## src/rtl/wb_arbiter.sv

```systemverilog
// wb_arbiter: shares the single register-file write port between the in-order
// writeback stage and a FIFO of multiply/divide results. The granted write is
// registered onto rf_* so those outputs can also feed the bypass network.
// A starvation counter forces a FIFO drain (stalling writeback) when the FIFO
// has been passed over for STARVE_MAX consecutive cycles.
// Optional feature: define WB_ARB_BYPASS_EN to let an MDU result go straight
// to the write port when the FIFO is empty and writeback is idle.
module wb_arbiter #(
  parameter int DEPTH      = 2,
  parameter int STARVE_MAX = 4
) (
  input  logic                     clk,
  input  logic                     resetn,
  input  logic                     pipe_valid,
  input  logic [4:0]               pipe_wa,
  input  logic [63:0]              pipe_wd,
  output logic                     pipe_stall,
  input  logic                     mdu_valid,
  input  logic [4:0]               mdu_wa,
  input  logic [63:0]              mdu_wd,
  output logic                     mdu_ready,
  output logic                     rf_we,
  output logic [4:0]               rf_wa,
  output logic [63:0]              rf_wd,
  output logic [$clog2(DEPTH):0]   fifo_cnt
);

  localparam int AW = $clog2(DEPTH);
  localparam int CW = AW + 1;
  localparam int SW = $clog2(STARVE_MAX + 1);

  // FIFO is kept compacted: entry 0 is always the head, entries
  // [0, cnt_r) are live. Compaction makes WAW invalidation of arbitrary
  // entries cheap to express and keeps fifo_cnt equal to live entries.
  logic [4:0]    fifo_wa_r [DEPTH];
  logic [63:0]   fifo_wd_r [DEPTH];
  logic [CW-1:0] cnt_r;
  logic [SW-1:0] starve_r;

  logic          fifo_ne_s;
  logic          force_s;
  logic          grant_s;
  logic [4:0]    gwa_s;
  logic [63:0]   gwd_s;
  logic          pop_s;
  logic          inval_s;
  logic          byp_s;
  logic          push_s;
  logic [4:0]    nxt_wa_s [DEPTH];
  logic [63:0]   nxt_wd_s [DEPTH];
  logic [CW-1:0] k_s;
  logic [SW-1:0] starve_nxt_s;

  assign fifo_ne_s = (cnt_r != {CW{1'b0}});
  assign force_s   = fifo_ne_s && (starve_r == SW'(STARVE_MAX));
  assign fifo_cnt  = cnt_r;
  // A full FIFO is never ready, even when it pops this cycle.
  assign mdu_ready = (cnt_r < CW'(DEPTH));
  assign push_s    = mdu_valid && mdu_ready && !byp_s;

  // Priority arbitration: forced drain, pipeline, FIFO head, optional bypass.
  always_comb begin
    grant_s    = 1'b0;
    gwa_s      = 5'd0;
    gwd_s      = 64'd0;
    pop_s      = 1'b0;
    inval_s    = 1'b0;
    byp_s      = 1'b0;
    pipe_stall = 1'b0;
    if (force_s) begin
      grant_s    = 1'b1;
      gwa_s      = fifo_wa_r[0];
      gwd_s      = fifo_wd_r[0];
      pop_s      = 1'b1;
      pipe_stall = pipe_valid;
    end else if (pipe_valid) begin
      grant_s = 1'b1;
      gwa_s   = pipe_wa;
      gwd_s   = pipe_wd;
      inval_s = 1'b1;
    end else if (fifo_ne_s) begin
      grant_s = 1'b1;
      gwa_s   = fifo_wa_r[0];
      gwd_s   = fifo_wd_r[0];
      pop_s   = 1'b1;
    end else begin
`ifdef WB_ARB_BYPASS_EN
      if (mdu_valid) begin
        grant_s = 1'b1;
        gwa_s   = mdu_wa;
        gwd_s   = mdu_wd;
        byp_s   = 1'b1;
      end else begin
        grant_s = 1'b0;
      end
`else
      grant_s = 1'b0;
`endif
    end
  end

  // Next FIFO contents: drop popped head and entries overwritten by a younger
  // pipeline write, compact the survivors, then append any push at the tail.
  always_comb begin
    k_s      = {CW{1'b0}};
    nxt_wa_s = fifo_wa_r;
    nxt_wd_s = fifo_wd_r;
    for (int i = 0; i < DEPTH; i++) begin
      if ((CW'(i) < cnt_r) &&
          !(pop_s && (CW'(i) == {CW{1'b0}})) &&
          !(inval_s && (fifo_wa_r[i] == pipe_wa))) begin
        nxt_wa_s[k_s[AW-1:0]] = fifo_wa_r[i];
        nxt_wd_s[k_s[AW-1:0]] = fifo_wd_r[i];
        k_s = k_s + CW'(1);
      end else begin
        k_s = k_s;
      end
    end
    if (push_s) begin
      nxt_wa_s[k_s[AW-1:0]] = mdu_wa;
      nxt_wd_s[k_s[AW-1:0]] = mdu_wd;
      k_s = k_s + CW'(1);
    end else begin
      k_s = k_s;
    end
  end

  // Starvation counter: counts cycles the live head is passed over, saturating.
  always_comb begin
    if (!fifo_ne_s || pop_s) begin
      starve_nxt_s = {SW{1'b0}};
    end else if (starve_r < SW'(STARVE_MAX)) begin
      starve_nxt_s = starve_r + SW'(1);
    end else begin
      starve_nxt_s = starve_r;
    end
  end

  // State and registered write-port update; reset drops everything in flight.
  always_ff @(posedge clk or negedge resetn) begin
    if (!resetn) begin
      cnt_r    <= {CW{1'b0}};
      starve_r <= {SW{1'b0}};
      rf_we    <= 1'b0;
      rf_wa    <= 5'd0;
      rf_wd    <= 64'd0;
      for (int i = 0; i < DEPTH; i++) begin
        fifo_wa_r[i] <= 5'd0;
        fifo_wd_r[i] <= 64'd0;
      end
    end else begin
      cnt_r     <= k_s;
      starve_r  <= starve_nxt_s;
      fifo_wa_r <= nxt_wa_s;
      fifo_wd_r <= nxt_wd_s;
      // Writes to r0 still use the slot but never assert the enable.
      rf_we     <= grant_s && (gwa_s != 5'd0);
      if (grant_s) begin
        rf_wa <= gwa_s;
        rf_wd <= gwd_s;
      end else begin
        rf_wa <= rf_wa;
        rf_wd <= rf_wd;
      end
    end
  end

endmodule

```

## config.mk

```make
export PLATFORM = sky130hd
export DESIGN_NAME = wb_arbiter
export DESIGN_NICKNAME = d
export VERILOG_FILES = /design/src/rtl/wb_arbiter.sv
export SDC_FILE = /design/constraint.sdc
export NUM_CORES = 1
export LEC_CHECK = 0
export BUFFER_PORTS_ARGS = -buffer_cell sky130_fd_sc_hd__buf_2
export CORE_MARGIN = 10
export CORE_UTILIZATION = 49
export DETAILED_ROUTE_END_ITERATION = 8
export PLACE_DENSITY = 0.77
export SYNTH_ARGS = -nofsm -noshare
export SYNTH_HDL_FRONTEND = slang
export SYNTH_SLANG_ARGS = --single-unit
```

## constraint.sdc

```tcl
create_clock -name clk -period 3 [get_ports clk]
set_input_delay 0.15 -clock clk [delete_from_list [all_inputs] [get_ports clk]]
set_output_delay 0.15 -clock clk [all_outputs]
set_load 0.02 [all_outputs]
```

After elaboration in Yosys (flattened, before gate mapping) --
Cells that the tools add are included.
Cells by class: equality and inequality tests 3, add/subtract/negate cells 3, reduce and logical (&&, ||, !) cells 18, muxes and demuxes 35, bitwise gates (word level) 2, order comparisons 8
Operators by type and width (count):
- 64-bit 2-to-1 mux | 5
- 128-bit bitwise mux | 2
- 128-bit 2-to-1 mux | 2
- 64-bit demux with 1-bit select | 2
- 5-bit 2-to-1 mux | 5
- 10-bit bitwise mux | 2
- 10-bit 2-to-1 mux | 2
- 5-bit demux with 1-bit select | 2
- 5-bit equality test | 2
- 1-bit logical AND | 10
- 1-bit 2-to-1 mux | 9
- 3-bit 2-to-1 mux | 2
- 5-bit nonzero test | 1
- 2-bit by 1-bit adder with 2-bit output, second input constant | 2
- 2-bit >= comparator, second input constant | 2
- 1-bit zero test | 4
- 1-bit by 2-bit less-than comparator with 1-bit output, first input constant | 2
- 2-bit by 1-bit less-than comparator with 1-bit output, second input constant | 2
- 2-bit 2-to-1 mux | 2
- 1-bit inverter with 2-bit output | 2
- 2-bit nonzero test | 2
- 3-bit by 1-bit adder with 3-bit output, second input constant | 1
- 3-bit equality test, second input constant | 1
- 3-bit less-than comparator, second input constant | 1
- 2 further kinds | 2
Word-level totals: word-level logic and storage cells 78, register bits after elaboration 213, bits of input ports 142, output and inout port bits 74

Logic depth before layout (Yosys ltp) --
Gate-level depths: netlist of the first run.
depth after elaboration 17, depth in mapped cells 16, depth with buffers taken out 11

Least setup slack after synthesis of the first run --
OpenSTA, ideal clock, no wires.
path type register -> register, start register cnt_r[1] (netlist: fifo_cnt[1]), end register fifo_wa_r[0] (netlist bit), setup slack -40 ps, path buffers 5, arrival time 2963 ps, setup time 77 ps, stages on the path, launching flop included 15, cells stage by stage dfrtp_1 nor2_1 nand3b_1 a31o_1 clkbuf_1 clkbuf_1 inv_1 ha_1 ha_1 and3_1 clkbuf_1 buf_2 buf_1 nand2_1 o21ai_1
Between the ends: cells in the longest elaborated chain, start to end 17
Ends and longest elaborated chain:
- start, declared | line 37 | logic [CW-1:0] cnt_r;
- start signal, assigned | line 142 | cnt_r <= {CW{1'b0}};
- start signal, assigned | line 152 | cnt_r <= k_s;
- 2-bit nonzero test | line 54 | assign fifo_ne_s = (cnt_r != {CW{1'b0}});
- 1-bit 2-to-1 mux | line 81 | end else if (fifo_ne_s) begin
- 1-bit 2-to-1 mux | line 76 | end else if (pipe_valid) begin
- 1-bit 2-to-1 mux | line 70 | if (force_s) begin
- 1-bit zero test | line 110 | !(pop_s && (CW'(i) == {CW{1'b0}})) &&
- 1-bit logical AND | line 109 | if ((CW'(i) < cnt_r) &&
- 1-bit logical AND | line 110
- 1-bit 2-to-1 mux | line 109
- 2-bit by 1-bit adder with 2-bit output / 1-bit inverter with 2-bit output (equally long branches) | line 114, 112
- 2-bit 2-to-1 mux, or another cell as far along | line 109
- 1-bit inverter with 2-bit output (implied by the code) / 1-bit logical AND (equally long branches) | line 120, 112
- 2-bit >= comparator (implied by the code), or another cell as far along | line 120 | nxt_wa_s[k_s[AW-1:0]] = mdu_wa;
- 1-bit logical AND (implied by the code) / 5-bit demux with 1-bit select (equally long branches) | line 120, 112
- 5-bit 2-to-1 mux (implied by the code) / 10-bit bitwise mux (equally long branches) | line 120, 112
- 5-bit demux with 1-bit select / 10-bit 2-to-1 mux (equally long branches) | line 120, 109
- 10-bit bitwise mux | line 120
- 10-bit 2-to-1 mux * | line 119 | if (push_s) begin
- end signal, assigned | line 154 | fifo_wa_r <= nxt_wa_s;
- end, declared | line 35 | logic [4:0] fifo_wa_r [DEPTH];
Mark *: on every way between the ends. The rest lies on a longest branch, timed or not. A chain may end at the register's enable or synchronous reset.

Final worst setup path of the first run --
start register fifo_wa_r[0] (netlist bit), end register fifo_wd_r[1] (netlist bit)
Between the ends: cells in the longest elaborated chain, start to end 12
Ends and longest elaborated chain:
- 5-bit equality test * | line 111 | !(inval_s && (fifo_wa_r[i] == pipe_wa))) begin
- 1-bit logical AND * | line 111
- 1-bit zero test * | line 111
- 1-bit logical AND * | line 110
- 2-bit 2-to-1 mux | line 109
- 1-bit inverter with 2-bit output (implied by the code) | line 121 | nxt_wd_s[k_s[AW-1:0]] = mdu_wd;
- 2-bit >= comparator (implied by the code) / 2-bit by 1-bit less-than comparator with 1-bit output (equally long branches) | line 121
- 1-bit logical AND (implied by the code) | line 121
- 64-bit 2-to-1 mux (implied by the code) | line 121
- 64-bit demux with 1-bit select | line 121
- 128-bit bitwise mux | line 121
- 128-bit 2-to-1 mux * | line 119
- end signal, assigned | line 155 | fifo_wd_r <= nxt_wd_s;
- end, declared | line 36 | logic [63:0] fifo_wd_r [DEPTH];
Marks and branches as above.

==> flow_summary_export.csv, run 1 <==
group,metric,value,unit
sta,rsz0062_at_grt,"no",
pwr,p_clk_share,24.7,%
pwr,switching_share,39.3,%
setup_path,worstSetupPathType,"reg2reg",
cts,clock_sinks,213,
route,drt_iter0_markers,763,
synth,syn_inst,1028,
floorplan,design.core.area,0.0187,mm^2
cts,cts_tree,"yes",
floorplan,placementRows,50,
synth,ys_top_cells_by_area,"dfrtp_1 (57%), nand2_1 (14%), o211ai_1 (5.6%)",
sta,tns,0,ps
grt,grt_pass1_vias,9154,
synth,synth-edff-count,0,
synth,yosys.area_share.simple,18.6,%
placement,hpwl,16.9,mm
setup_path,arrival,3170,ps
synth,yosys_warnings,0,
synth,synth_compound_area_share,15.3,%
floorplan,die_h,158,um
grt,grt_overflow,0,
synth,yosysUniqueCellTypes,28,
placement,place_inst,1418,
setup_path,cp_max_fo,53,
cts,post-cts-setup-buffers,0,
synth,synth_top_family_by_area,"simple AND/OR/NAND/NOR gates",
sta,hold_viol,0,
floorplan,die_w,158,um
finish,fill_cells,1372,
cts,cts_buffers,23,
setup_path,crit_path_end_kind,"flop",
grt,globalRouteTotalUtil,23.3,%
synth,synth-adder-area-share,0.673,%
finish,finish.utilization,68.3,%
sta,post-route-min-period,2760,ps
route,routed_wl,29.8,mm
synth,synth-async-reset-ratio,100,%
finish,multi_input_area,0.00341,mm^2
floorplan,io_pins,216,
finish,seq_area,0.00533,mm^2
synth,synthXorXnorAreaFrac,1.04,%
pwr,cellLeakagePower,5.98,nW
placement,post-place-ws,140,ps
worst_hold_path,hold_class,"in2reg",
floorplan,dieArea,0.0249,mm^2
cts,cts.clk_slew.worst_paths,60,ps
synth,synth_top_cell_area_share,57.3,%
floorplan,start_util,49.7,%
route,drc_errors,0,
synth,synth_area_leader_cell,"dfrtp_1",
pwr,max-vdd-ir-drop,0.483,mV
cts,htreeDepth,1,
grt,grt_max_degree,87,
synth,yosys_register_bits,213,
sta,fin_crit_sh,91.8,%
sta,hold_ws,20.8,ps
finish,final_nets,1491,
sta,slew_headroom,40.2,%
route,dr_total_vias,8776,
sta,tightest_slew,897,ps
finish,areaGrowthSynthToFinish,37.5,%
sta,maxClockFrequency,363,MHz
pwr,internal_power,7.58,mW
pwr,power.density,977,mW/mm^2
synth,seq_area_frac_synth,57.3,%
placement,place.gp.congestion,0.836,
setup_path,cp.required,3410,ps
job,drv_cap,0,
synth,yosysMostFrequentCell,"nand2_1",
route,first_pass_iters,8,
route,ant_nets,0,
finish,stdcell_count,1602,
route,viasPerCell,5.48,
pwr,power_frac_comb,36.5,%
pwr,seq_power_share,38.7,%
grt,antenna_found_initial,7,
pwr,power.switching,4.90,mW
synth,syn-num-nets,1175,
placement,port_buffers,215,
status,status,"completed",
synth,synthMuxAreaShare,0.646,%
sta,finClkSkew,13.0,ps
sta,drv_slew,0,
synth,ys.flop_type,"dfrtp_1",
synth,synth.top_cells.by_count,"nand2_1 (343), dfrtp_1 (213), inv_1 (75)",
cts,clk_latency,510,ps
grt,grt_pass1_wl,47.2,mm
finish,final_layout_size_suffix_gt1_share,20.6,%
route,wl_per_cell,18.6,um
sta,fin_ws,245,ps
setup_path,start_kind,"flop",
synth,syn_area_per_cell,9.04,um^2
cts,cts_buffer_depth,3,
sta,finalSetupViolCount,0,
cts,cts-root-buf,"clkbuf_16",
synth,synth_area,0.00930,mm^2
cell families (layout without fill, tap and decap cells):
| logic type | after synthesis | count (layout) |
|---|---|---|
| AND/OR/NAND/NOR | 431 | 431 |
| flip-flops | 213 | 213 |
| other | 0 | 7 |
| adder cells (fa/ha/maj) | 5 | 5 |
| multiplexers | 6 | 6 |
| AO/OA/AOI/OAI | 212 | 212 |
| buffers and inverters | 150 | 483 |
| XOR/XNOR | 11 | 11 |
power groups by stage:
stage | combinational (mW) | sequential, mW | clock, mW
after CTS | 4.50 | 4.79 | 3.12
after global placement | 4.21 | 4.77 | 0
after floorplan | 2.50 | 5.15 | 0
final | 4.56 | 4.84 | 3.09
after detailed placement | 4.34 | 4.82 | 0
after global routing | 5.01 | 4.97 | 3.25
final timing paths:
| path | start | endpoint | slack, ps | cells after the start |
|---|---|---|---|---|
| setup / recovery | fifo_wa_r[0] | fifo_wd_r[1] | 240 | 9 |
| hold / removal | pipe_wa[3] | rf_wa[3] | 20 | 3 |
| setup reg to reg | fifo_wa_r[0] | fifo_wd_r[1] | 240 | 9 |
| hold reg to reg | fifo_wd_r[121] | rf_wd[57] | 480 | 2 |
| max in group asynchronous | resetn | fifo_wd_r[64] | 1860 | 3 |
| min in group asynchronous | resetn | rf_wd[11] | 250 | 2 |
worst max-delay path, cell delays in order, from the launching register on:
cell	delay, ps
dfrtp_1	410
xor2_1	160
nor3_1	320
a41oi_4	170
ha_1	420
ha_2	210
and3_2	430
buf_12	310
nand2_1	100
o21ai_0	90
placed cells by master, fill, tap and decap left out, types with 3 or more instances in the layout:
master         count
nand2_1          343
buf_2            214
dfrtp_1          213
dlygate4sd3_1    135
inv_1             75
nand3_1           69
o211ai_1          69
o21ai_0           65
a22oi_1           64
clkbuf_16         23
buf_4             11
o21ai_1           10
clkbuf_8           8
diode_2            7
xor2_1             7
mux2i_1            6
nor2_1             6
clkinv_2           5
xnor2_1            4
ha_1               4
bufinv_16          4
buf_12             4
nor3_1             3
final cells by class:
cell class | instances | share of cell area (%)
flip-flops and latches | 213 | 41.7
multi-input cells | 665 | 26.7
repair buffers | 366 | 20.4
clock buffers | 32 | 5.32
well taps | 234 | 2.29
inverters | 75 | 2.20
clock inverters | 10 | 1.20
diodes | 7 | 0.137
routing by layer:
layer,vias to the layer above,track usage [%],wire length [um]
li1,4053,-,-
met1,4261,28.1,11400
met2,388,40.0,15200
met3,74,4.04,2110
met4,0,10.2,1050
met5,-,0,0
timing repair:
action,CTS,global route
gates resized for setup,0,1
endpoints found under the setup margin,0,38
hold buffers,135,0
endpoints found under the hold margin,287,0
registers in the layout, summed over array words and instances (netlist names):
register   count
fifo_wd_r    128
fifo_wa_r     10
starve_r       3
rf_wa          5
rf_wd         64
rf_we          1
fifo_cnt       2
per-stage QoR:
stage	total power, mW	area, um^2
global route	13.2	12800
finish	12.5	12800
global placement	8.99	10600
CTS	12.4	12800
detailed placement	9.16	10600
floorplan	7.65	9300
Note: power is estimated with default switching activity, not from simulation.
==> inputs of run 2 (changes only) <==
Settings changed: CORE_UTILIZATION 49 to 30, PLACE_DENSITY 0.77 to not set, SLEW_MARGIN set to 20.
==> run 2 against run 1 <==
Design area grew 2.1%. Sequential share of layout area decreased by 0.84 points. Clock skew shrank 3.3 ps. Sequential power shrank 0.8%. Combinational power about the same. Fmax rose by 6.1%. Register-to-register slack improved by 160 ps. Core utilization fell by 26 points. Die area up 54%. First-iteration DRC count fell by 11%. Via count shrank 3.4%. Sequential cell count unchanged. Critical endpoint is now fifo_wd_r[98]. Largest power group unchanged. Highest routed layer unchanged.
==> flow_summary_export.csv, run 2 (synthesized netlist as in run 1, its figures left out) <==
group,metric,value,unit
status,status,"completed",
placement,postPlaceCellArea,0.0108,mm^2
route,drc_errors,0,
finish,final_area,0.0130,mm^2
route,ant_nets,0,
floorplan,start_util,30.4,%
setup_path,cp.required,3370,ps
grt,grt_pass1_vias,8861,
finish,final_cell_mix,"nand2_1 (343), buf_2 (214), dfrtp_1 (213)",
setup_path,reg2reg_slack,400,ps
route,routed_wl,30.0,mm
finish,largest_register,"fifo_wd_r",
pwr,switching_share,39.0,%
sta,tns,0,ps
floorplan,die_h,196,um
placement,hpwl,18.9,mm
route,met3_length,1.55,mm
cts,clock_sinks,213,
finish,largest_reg_flops,128,
setup_path,start_kind,"flop",
finish,final_layout_size_suffix_gt1_share,21.0,%
sta,tightest_slew,916,ps
cts,cts-root-buf,"clkbuf_16",
worst_hold_path,holdPathEnd,"rf_wa[4]",
floorplan,io_pins,216,
grt,grt_overflow,0,
placement,post-place-ws,412,ps
route,met1_length,12.6,mm
pwr,power.switching,4.88,mW
floorplan,die_w,196,um
sta,maxClockFrequency,385,MHz
pwr,max-vdd-ir-drop,0.391,mV
setup_path,cp_max_fo,42,
route,wl_met2,15.2,mm
sta,hold_viol,0,
sta,fin_crit_sh,86.6,%
worst_hold_path,hold_class,"in2reg",
sta,fin_ws,403,ps
sta,drv_slew,0,
finish,areaGrowthSynthToFinish,40.3,%
cts,post_cts_resized,0,
finish,final_nets,1499,
pwr,seq_power_share,38.4,%
setup_path,r2r-start,"starve_r[0]",
placement,port_buffers,215,
grt,antenna_found_initial,4,
sta,finClkSkew,9.72,ps
setup_path,arrival,2960,ps
grt,globalRouteTotalUtil,15.0,%
sta,rsz0062_at_grt,"no",
finish,top_regs,"fifo_wd_r: 128 flops, rf_wd: 64 flops, fifo_wa_r: 10 flops",
finish,finish.utilization,42.6,%
cts,cts_buffers,25,
setup_path,reg2reg_to,"fifo_wd_r[98]",
grt,grt_pass1_wl,47.9,mm
route,drt_iter0_markers,676,
cts,post-cts-setup-buffers,0,
route,dr.max_layer_used,"met4",
cts,cts.clk_slew.worst_paths,60,ps
setup_path,crit_path_end_kind,"flop",
route,viasPerCell,4.79,
cts,clk_latency,520,ps
grt,grt_max_degree,88,
finish,final_common_cell,"nand2_1",
cts,cts_tree,"yes",
pwr,power.density,959,mW/mm^2
sta,hold_ws,18.0,ps
cts,cts_buffer_depth,3,
setup_path,worstSetupPathType,"reg2reg",
placement,place.gp.congestion,0.762,
job,drv_cap,0,
sta,slew_headroom,38.9,%
route,first_pass_iters,7,
pwr,power_frac_comb,36.5,%
worst_hold_path,hold_depth,3,
floorplan,placementRows,64,
route,dr_total_vias,8476,
pwr,p_clk_share,25.2,%
floorplan,dieArea,0.0384,mm^2
floorplan,design.core.area,0.0306,mm^2
cts,htreeDepth,1,
pwr,internal_power,7.63,mW
worst_hold_path,min_from,"pipe_wa[4]",
setup_path,r2r.worst_path.cells,9,
route,wl_per_cell,17.0,um
pwr,cellLeakagePower,6.01,nW
sta,post-route-min-period,2600,ps
sta,finalSetupViolCount,0,
## run 2: power groups by stage
stage	sequential [mW]	combinational (mW)	clock, mW
after floorplan	5.15	2.50	0
after global placement	4.79	4.36	0
after detailed placement	4.83	4.44	0
after CTS	4.79	4.62	3.23
after global routing	4.96	5.08	3.35
final	4.80	4.56	3.15
## run 2: worst max path at each step
| stage | startpoint | to | cells past startpoint |
|---|---|---|---|
| floorplan | fifo_cnt[1] | fifo_wa_r[0] | 14 |
| global placement | starve_r[0] | fifo_wd_r[90] | 9 |
| detailed placement | starve_r[0] | fifo_wd_r[98] | 9 |
| CTS | starve_r[0] | fifo_wd_r[98] | 9 |
| global route | starve_r[0] | fifo_wd_r[4] | 12 |
| finish | starve_r[0] | fifo_wd_r[98] | 9 |
## run 2: critical path: stages, from the launching register on
cell and delay, ps:
dfrtp_1 400, inv_1 70, ha_1 140, nand2_1 90, o21a_4 220, a41oi_4 220
buf_4 410, and2_2 240, buf_4 420, o211ai_1 180
## run 2: through the flow
| step | cells | power (mW) |
|---|---|---|
| 2_1_floorplan | 1028 | 7.65 |
| 3_3_place_gp | 1585 | 9.15 |
| 3_5_place_dp | 1585 | 9.27 |
| 4_1_cts | 1765 | 12.6 |
| 5_1_grt | 1769 | 13.4 |
| 6_report | 1769 | 12.5 |
## run 2: repair_timing
| action | CTS | global route |
|---|---|---|
| endpoints found under the hold margin | 289 | 0 |
| hold buffers | 136 | 0 |
| setup endpoints to repair | 0 | 0 |
## run 2: layout make-up
class | count | area (um^2)
clock inverters | 13 | 171
inverters | 75 | 282
clock buffers | 31 | 678
diodes | 4 | 10.0
flip-flops and latches | 213 | 5330
well taps | 396 | 495
fillers | 2982 | 17500
repair buffers | 372 | 2660
multi-input cells | 665 | 3420
## run 2: routing by layer
| layer | track usage, % | up-vias |
|---|---|---|
| li1 | - | 4078 |
| met1 | 18.7 | 4144 |
| met2 | 26.0 | 212 |
| met3 | 2.69 | 42 |
| met4 | 3.96 | 0 |
| met5 | 0 | - |
==> inputs of run 3 (changes only) <==
Settings changed: CORE_UTILIZATION 30 to 50, CTS_BUF_LIST set to sky130_fd_sc_hd__clkbuf_4, PLACE_DENSITY set to 0.78.
==> run 3 against run 2 <==
Die area shrank 36%. Core utilization up 27 points. Cell count down 6.9%. Critical path depth is the same. Hold slack improved by 92 ps. Clock-buffer cell count rose by 49. Sequential share of layout area rose by 1.3 points. Worst setup slack lost 250 ps. Fmax fell by 8.7%. Largest power group unchanged.
==> flow_summary_export.csv, run 3 (synthesized netlist as in run 1, its figures left out) <==
group,metric,value,unit
floorplan,die_w,156,um
sta,hold_viol,0,
setup_path,crit_path_top_delay_cell,"buf_4",
route,drc_errors,0,
finish,final_nets,1529,
cts,post-cts-setup-buffers,0,
floorplan,start_util,51.2,%
setup_path,worstPathCellList,"inv_1, ha_1, nand2_1, o21a_2, a41oi_4, buf_4, and2_2, buf_4, o211ai_1",
grt,grt_pass1_vias,9389,
cts,clk_latency,670,ps
setup_path,path_common_cell,"buf_4",
route,drt_iter0_markers,751,
pwr,max-vdd-ir-drop,0.560,mV
finish,stdcell_count,1647,
setup_path,start_kind,"flop",
setup_path,cpLargestDelayFamily,"buffers and inverters",
placement,hpwl,16.9,mm
finish,areaGrowthSynthToFinish,36.0,%
placement,port_buffers,215,
route,viasPerCell,5.49,
sta,finClkSkew,31.8,ps
setup_path,crit_path_end_kind,"flop",
pwr,power.density,928,mW/mm^2
placement,postPlaceCellArea,0.0106,mm^2
finish,final_common_cell,"nand2_1",
floorplan,die_h,156,um
cts,cts_buffer_depth,3,
route,dr_total_vias,9049,
sta,tightest_slew,861,ps
status,status,"completed",
sta,tns,0,ps
sta,drv_slew,0,
finish,fill_cells,1347,
route,first_pass_iters,6,
cts,cts_tree,"yes",
sta,fin_crit_sh,94.8,%
setup_path,cp_max_fo,71,
route,wl_per_cell,18.2,um
grt,grt_max_degree,83,
floorplan,design.core.area,0.0181,mm^2
finish,top_regs,"fifo_wd_r: 128 flops, rf_wd: 64 flops, fifo_wa_r: 10 flops",
grt,grt_overflow,0,
setup_path,cp.required,3510,ps
pwr,cellLeakagePower,5.98,nW
grt,antenna_found_initial,3,
cts,cts-root-buf,"clkbuf_4",
setup_path,cpPeakStageDelay,680,ps
finish,largest_reg_flops,128,
sta,slew_headroom,42.6,%
setup_path,worstSetupPathType,"reg2reg",
finish,final_area,0.0126,mm^2
sta,post-route-min-period,2840,ps
worst_hold_path,hold_class,"in2async",
setup_path,cp_num_buf_inv,3,
finish,final_cell_mix,"nand2_1 (343), buf_2 (214), dfrtp_1 (213)",
job,drv_cap,0,
setup_path,arrival,3350,ps
grt,grt_pass1_wl,48.0,mm
sta,rsz0062_at_grt,"no",
floorplan,io_pins,216,
floorplan,dieArea,0.0244,mm^2
finish,final_layout_size_suffix_gt1_share,23.0,%
route,ant_nets,0,
floorplan,placementRows,49,
finish,multi_input_area,0.00341,mm^2
placement,place.gp.congestion,0.830,
placement,place_inst,1415,
grt,globalRouteTotalUtil,24.1,%
sta,maxClockFrequency,352,MHz
cts,clock_sinks,213,
cts,cts.clk_slew.worst_paths,70,ps
finish,seq_area,0.00533,mm^2
cts,htreeDepth,2,
cts,cts_buffers,53,
sta,finalSetupViolCount,0,
finish,largest_register,"fifo_wd_r",
route,routed_wl,30.1,mm
==> run 3: cell types whose count changed in the layout (fill, tap and decap cells not counted), sizes merged <==
cell and change:
clkbuf +50, dlygate4sd3 +5, buf -4, bufinv -4
clkinv -1, clkinvlp -1
==> run 3: worst paths after layout <==
| path | from | to | slack (ps) | cells after the start |
|---|---|---|---|---|
| max in group asynchronous | resetn | fifo_wd_r[97] | 2040 | 3 |
| min reg2reg | fifo_wd_r[115] | rf_wd[51] | 470 | 2 |
| min | resetn | fifo_wd_r[6] | 110 | 2 |
| max reg2reg | starve_r[0] | fifo_wd_r[73] | 160 | 9 |
| min in group clk | mdu_wd[4] | fifo_wd_r[4] | 260 | 4 |
| max | starve_r[0] | fifo_wd_r[73] | 160 | 9 |
==> run 3: stage by stage <==
step	hold WS, ps	power [mW]	utilization, %	worst slack, ps
finish	110	11.7	69.6	156
global route	144	12.5	69.6	28.3
CTS	105	11.6	69.6	224
detailed placement	249	9.15	58.3	234
global placement	244	8.99	58.3	282
floorplan	-146	7.65	-	48.9
==> run 3: what timing repair did <==
item | CTS | global route
setup endpoints to repair | 0 | 1
hold buffers | 141 | 0
endpoints found under the hold margin | 292 | 0
resized for setup | 0 | 1
==> run 3: area by class of cell <==
type / instances / share of cell area, %
diodes: 4 / 0.0792
well taps: 229 / 2.27
flip-flops and latches: 213 / 42.2
inverters: 75 / 2.23
clock inverters: 7 / 0.218
multi-input cells: 665 / 27.0
repair buffers: 374 / 21.3
clock buffers: 80 / 4.75
==> run 3: layer usage <==
layer	wire length (um)	share of wire, %	GRT usage [%]	vias to the layer above
met3	1980	6.6	5.13	99
met2	15200	51	41.1	437
met4	1270	4.2	12.4	0
li1	-	-	-	4150
met1	11600	39	28.1	4363
met5	0	0	0	-
==> run 3: worst reg2reg max path: stages (launching register included) <==
cell      delay, ps
dfrtp_1         400
inv_1            70
ha_1            130
nand2_1          80
o21a_2          250
a41oi_4         220
buf_4           680
and2_2          350
buf_4           310
o211ai_1        190
==> run 3: power breakdown <==
group	leakage, nW	total [mW]	switching [mW]	internal, mW
Sequential	2.72	4.84	0.728	4.11
Clock	0.384	2.34	1.14	1.20
Combinational	2.87	4.54	2.97	1.57
